===== src/rtl/mem_bus.sv =====
// mem_bus: data RAM plus memory-mapped buffered UART transmitter and cycle counter
// behind the CPU memory port; reads are combinational, writes land on the clock edge.
module mem_bus #(
  parameter int RAM_WORDS  = 240,
  parameter int FIFO_DEPTH = 8,
  parameter int BAUD_DIV   = 16
) (
  input  logic        clk,
  input  logic        rst_n,
  input  logic        mem_we,
  input  logic [7:0]  mem_addr,
  input  logic [15:0] mem_in,
  output logic [15:0] mem_out,
  output logic        tx,
  output logic        tx_busy
);
  localparam int PW = $clog2(FIFO_DEPTH);
  localparam int CW = $clog2(FIFO_DEPTH + 1);
  localparam int TW = $clog2(BAUD_DIV);
  typedef enum logic [1:0] {IDLE, START, DATA, STOP} state_t;
  logic [15:0]   ram [RAM_WORDS];
  logic [7:0]    fifo [FIFO_DEPTH];
  logic [PW-1:0] wr_ptr, rd_ptr;
  logic [CW-1:0] count;
  logic [31:0]   cyc;
  logic [15:0]   cyc_hi, status;
  logic          ram_hit, push_req, push, pop, full, empty, ovf, ovf_set, ovf_clr;
  state_t        state, state_nx;
  logic [TW-1:0] tmr, tmr_nx;
  logic [2:0]    idx, idx_nx;
  logic [7:0]    sh, sh_nx;
  logic          tx_nx, bit_done;
  assign ram_hit  = int'(mem_addr) < RAM_WORDS;
  assign push_req = mem_we && mem_addr == 8'hF0;
  assign full     = count == CW'(FIFO_DEPTH);
  assign empty    = count == '0;
  assign push     = push_req && !full;
  assign ovf_set  = push_req && full;
  assign ovf_clr  = mem_we && mem_addr == 8'hF1 && mem_in[3];
  assign bit_done = tmr == TW'(BAUD_DIV - 1);
  assign tx_busy  = state != IDLE || !empty;
  assign status   = {8'h00, 4'(count), ovf, state != IDLE, empty, full};
  always_ff @(posedge clk)
    if (mem_we && ram_hit) ram[mem_addr] <= mem_in;
  always_ff @(posedge clk)
    if (rst_n && push) fifo[wr_ptr] <= mem_in[7:0];
  always_ff @(posedge clk) begin
    if (!rst_n) begin
      wr_ptr <= '0;
      rd_ptr <= '0;
      count  <= '0;
      ovf    <= 1'b0;
      cyc    <= '0;
      cyc_hi <= '0;
    end else begin
      if (push) wr_ptr <= wr_ptr + 1'b1;
      if (pop) rd_ptr <= rd_ptr + 1'b1;
      count <= count + CW'(push) - CW'(pop);
      ovf   <= ovf_set ? 1'b1 : ovf_clr ? 1'b0 : ovf;
      cyc   <= (mem_we && mem_addr == 8'hF2) ? '0 : cyc + 1'b1;
      // Latching the high half on a LO read keeps an LO-then-HI read pair coherent
      if (!mem_we && mem_addr == 8'hF2) cyc_hi <= cyc[31:16];
    end
  end
  always_comb begin
    state_nx = state;
    tmr_nx   = (state == IDLE || bit_done) ? '0 : tmr + 1'b1;
    idx_nx   = idx;
    sh_nx    = sh;
    tx_nx    = tx;
    pop      = 1'b0;
    case (state)
      IDLE:
        if (!empty) begin
          pop      = 1'b1;
          sh_nx    = fifo[rd_ptr];
          state_nx = START;
          tx_nx    = 1'b0;
        end
      START:
        if (bit_done) begin
          state_nx = DATA;
          idx_nx   = 3'd0;
          tx_nx    = sh[0];
        end
      DATA:
        if (bit_done) begin
          if (idx == 3'd7) begin
            state_nx = STOP;
            tx_nx    = 1'b1;
          end else begin
            idx_nx = idx + 1'b1;
            sh_nx  = sh >> 1;
            tx_nx  = sh[1];
          end
        end
      STOP:
        if (bit_done) begin
          // A queued byte starts its start bit immediately, with no idle gap
          if (!empty) begin
            pop      = 1'b1;
            sh_nx    = fifo[rd_ptr];
            state_nx = START;
            tx_nx    = 1'b0;
          end else state_nx = IDLE;
        end
      default: state_nx = IDLE;
    endcase
  end
  always_ff @(posedge clk) begin
    if (!rst_n) begin
      state <= IDLE;
      tmr   <= '0;
      idx   <= '0;
      sh    <= '0;
      tx    <= 1'b1;
    end else begin
      state <= state_nx;
      tmr   <= tmr_nx;
      idx   <= idx_nx;
      sh    <= sh_nx;
      tx    <= tx_nx;
    end
  end
  always_comb
    mem_out = ram_hit ? ram[mem_addr] :
              mem_addr == 8'hF1 ? status :
              mem_addr == 8'hF2 ? cyc[15:0] :
              mem_addr == 8'hF3 ? cyc_hi : '0;
endmodule


===== config.mk =====
export PLATFORM = sky130hd
export DESIGN_NAME = mem_bus
export DESIGN_NICKNAME = d
export VERILOG_FILES = /design/src/rtl/mem_bus.sv
export SDC_FILE = /design/constraint.sdc
export NUM_CORES = 2
export LEC_CHECK = 0
export BUFFER_PORTS_ARGS = -buffer_cell sky130_fd_sc_hd__clkbuf_2
export CAP_MARGIN = 20
export CORE_MARGIN = 2
export CORE_UTILIZATION = 35
export CTS_CLUSTER_DIAMETER = 200
export CTS_CLUSTER_SIZE = 14
export DETAILED_ROUTE_END_ITERATION = 8
export MAX_ROUTING_LAYER = met4
export PLACE_DENSITY_LB_ADDON = 0.25
export SLEW_MARGIN = 20
export SYNTH_ARGS = -nofsm -noshare
export SYNTH_HDL_FRONTEND = slang
export SYNTH_SLANG_ARGS = --single-unit

===== constraint.sdc =====
create_clock -name clk -period 7.85 [get_ports clk]
set_clock_uncertainty 0.1 [all_clocks]
set_input_delay 0 -clock clk [delete_from_list [all_inputs] [get_ports clk]]
set_output_delay 0 -clock clk [all_outputs]
set_load 0.02 [all_outputs]

==> metrics.txt <==
status=finished clean; via count=78265; initial core utilization=35.2%; Post-Syn Instances=7458; WP data arrival=5.26 ns; Lkg Pwr=53.0 nW; total CTS buffers=322; final worst-path cycle share=68.3%; drt wl/cell=33.8 um; number of H-tree levels=5; startpoint types=input pin; worst path bufs/invs=4; row cnt=243; Top FF cell, synth=edfxtp_1; total global routing track utilization=21.0%; grt total ovfl=0; EDFF count, synth=3904; Hold Crit Start=mem_in[11]; R2R depth=8; core area=438000 um2; Die W=668 um; slew of the pin with the lowest slew margin=1.24 ns; Routed WL=464000 um; MaxCap Viol Count=0; I/O pin cnt=45; hold_buf cts=24; Post-Syn Area=154000 um2; commonest non-fill, non-tap cell in the layout=edfxtp_1; Async SR Flop Fraction=0%; drt pass-1 iters=6; Hold Crit Class=in2reg; CP Capture Type=primary output; Max Freq=0.187 GHz; most frequent cells in the layout=3904 x edfxtp_1, 770 x mux4_2, 466 x mux2i_1; Final Wtd Congestion=0.857; vias per cell=5.70; largest net degree at the start of global routing=173; worst-path maximum fanout=50; kind of critical path=in2out; syn_nets=7502; Clk pin slew, worst setup/hold paths=0.06 ns; DRC violations left=0; r2r startpoint=state[0]$_SDFFE_PN0P_; TritonCTS Sinks=3984; area grow syn2layout=11.8%; CTS tree=built; VDD IR-drop max=0.178 mV; Hold Path Sink=ram[159][11]$_DFFE_PP_; Final Max Tran Viols=0; final hold vios=0; deepest clock path buffer count=4; final setup fails=0; r2r setup slk=4.72 ns; Post-CTS Resized=0; reg-to-reg endpoint=count[2]$_SDFF_PN0_; total negative slack=0 ns; antenna violations before repair=36; Nets=7835; Worst Hold Path Cells=2; dpl cell area=163000 um2; layout cells sized above 1=22.9%; worst skew pair latency=0.98 ns; number of global-route vias before repair=77008; count of cell types in the netlist=78; CP max stage cell=or4_1; Pwr Density=238 nW/um2; Die Y=668 um; mean area per synthesized cell=20.7 um2; post-DP HPWL=280000 um; full die area=446000 um2; Post-CTS Setup Inserts=0; unrepaired setup endpoints after global routing=false; Root Buffer=clkbuf_16; Final Cell Area=172000 um2; # port buffers=44; first-pass GRT wire length=638000 um; CP max stage delay=0.72 ns; sequential-to-total area share from yosys stat=77.1%; Min Hold Slack=0.0286 ns; flops & latches, synth=3984; Critical Path RT=7.75 ns; final worst path period need=5.36 ns; synth warn=0; Slew HR=16.8%; most used cell along the critical path=buf_4; critical-path cell list=buf_8 > buf_4 > and2_4 > buf_4 > a22oi_1 > a41oi_1 > o21ai_0 > or4_1 > o22ai_1 > a31oi_1 > clkbuf_2; ANT nets after route=0; initial DRC count=10761; Crit path max-delay family=buffers and inverters
registers in the layout, indices dropped and copies added, names as in the netlist, named ones only:
name    flops
ram      3840
count       4
idx         3
ovf         1
cyc        32
fifo       64
sh          8
state       2
rd_ptr      3
tmr         4
wr_ptr      3
tx          1
cyc_hi     16
final cells by class:
class | count | area, um2
Timing Repair Buffer | 444 | 3750
Tap cell | 5880 | 7360
Fill cell | 39047 | 266000
Multi-Input combinational cell | 3025 | 33600
Sequential cell | 3984 | 119000
Clock buffer | 355 | 8310
Clock inverter | 22 | 418
Inverter | 14 | 57.6
Antenna cell | 15 | 37.5
how the worst max path moves through the flow:
stage	from	endpoint	slack, ns	depth (start not counted)
floorplan	mem_addr[0]	ram[113][0]$_DFFE_PP_	4.83	12
global placement	mem_addr[0]	mem_out[3]	1.98	10
detailed placement	mem_addr[2]	mem_out[13]	2.51	11
CTS	mem_addr[2]	mem_out[13]	2.49	11
global route	mem_addr[2]	mem_out[5]	2.45	11
finish	mem_addr[2]	mem_out[15]	2.49	11
synth_stat cells, drive strengths merged (7+ instances only):
cell     instances  area share (%)
edfxtp        3904              76
mux4           770              11
mux2i          466             3.0
nor2           377            0.92
buf            270             1.3
a22oi          230             1.1
nand2          210            0.51
clkbuf         165            0.40
a21oi          125            0.41
nand3          104            0.34
o22ai           81            0.33
dfxtp           80             1.0
o21ai           66            0.21
a221oi          43            0.24
nand4           37            0.15
mux2            36            0.26
nor2b           36            0.15
a22o            32            0.18
a211oi          31            0.15
nor3            31            0.11
and2            29            0.12
a31oi           24           0.097
and3            22           0.089
xor2            20            0.11
o221ai          19            0.11
xnor2           19            0.11
a21boi          18           0.088
nor4            18           0.073
o211ai          18           0.088
ha              16            0.13
a2111oi         14           0.081
inv             14           0.034
nand2b          13           0.053
a32oi           12           0.068
a41oi           10           0.057
o2111ai         10           0.057
a221o            8           0.052
a211o            7           0.040
a32o             7           0.045
or3              7           0.028
power breakdown:
part | total (mW) | internal (mW) | switching, mW
combinational | 2.58 | 0.825 | 1.76
sequential | 23.5 | 23.4 | 0.0691
clock | 14.9 | 7.53 | 7.38
total | 41.0 | 31.8 | 9.21
cell families (layout without fill, tap and decap cells):
family / count (synthesis) / count (layout) / share of synthesized area (%)
simple gates: 919 / 919 / 2.73
mux: 1272 / 1272 / 14.5
xor+xnor: 39 / 39 / 0.222
fa+ha+maj: 17 / 17 / 0.143
other cells: 0 / 15 / 0
buf+inv: 449 / 835 / 1.74
compound gates: 778 / 778 / 3.56
flops: 3984 / 3984 / 77.1
stage by stage:
step	power [mW]	util, %	cells	setup WS, ns
2_1_floorplan	25.3	-	7458	4.83
3_3_place_gp	26.5	37.1	13311	1.98
3_5_place_dp	26.5	37.2	13321	2.51
4_1_cts	41.3	39.3	13722	2.49
5_1_grt	42.1	39.3	13730	2.45
6_report	41.0	39.3	13739	2.49
routing by layer:
| layer | share of wire (%) | global-route usage (%) |
|---|---|---|
| met2 | 48 | 33.2 |
| met1 | 41 | 28.1 |
| met4 | 3.5 | 6.54 |
| met3 | 7.7 | 3.21 |
| met5 | 0 | - |
No activity file was read; power rests on OpenSTA's default activity.
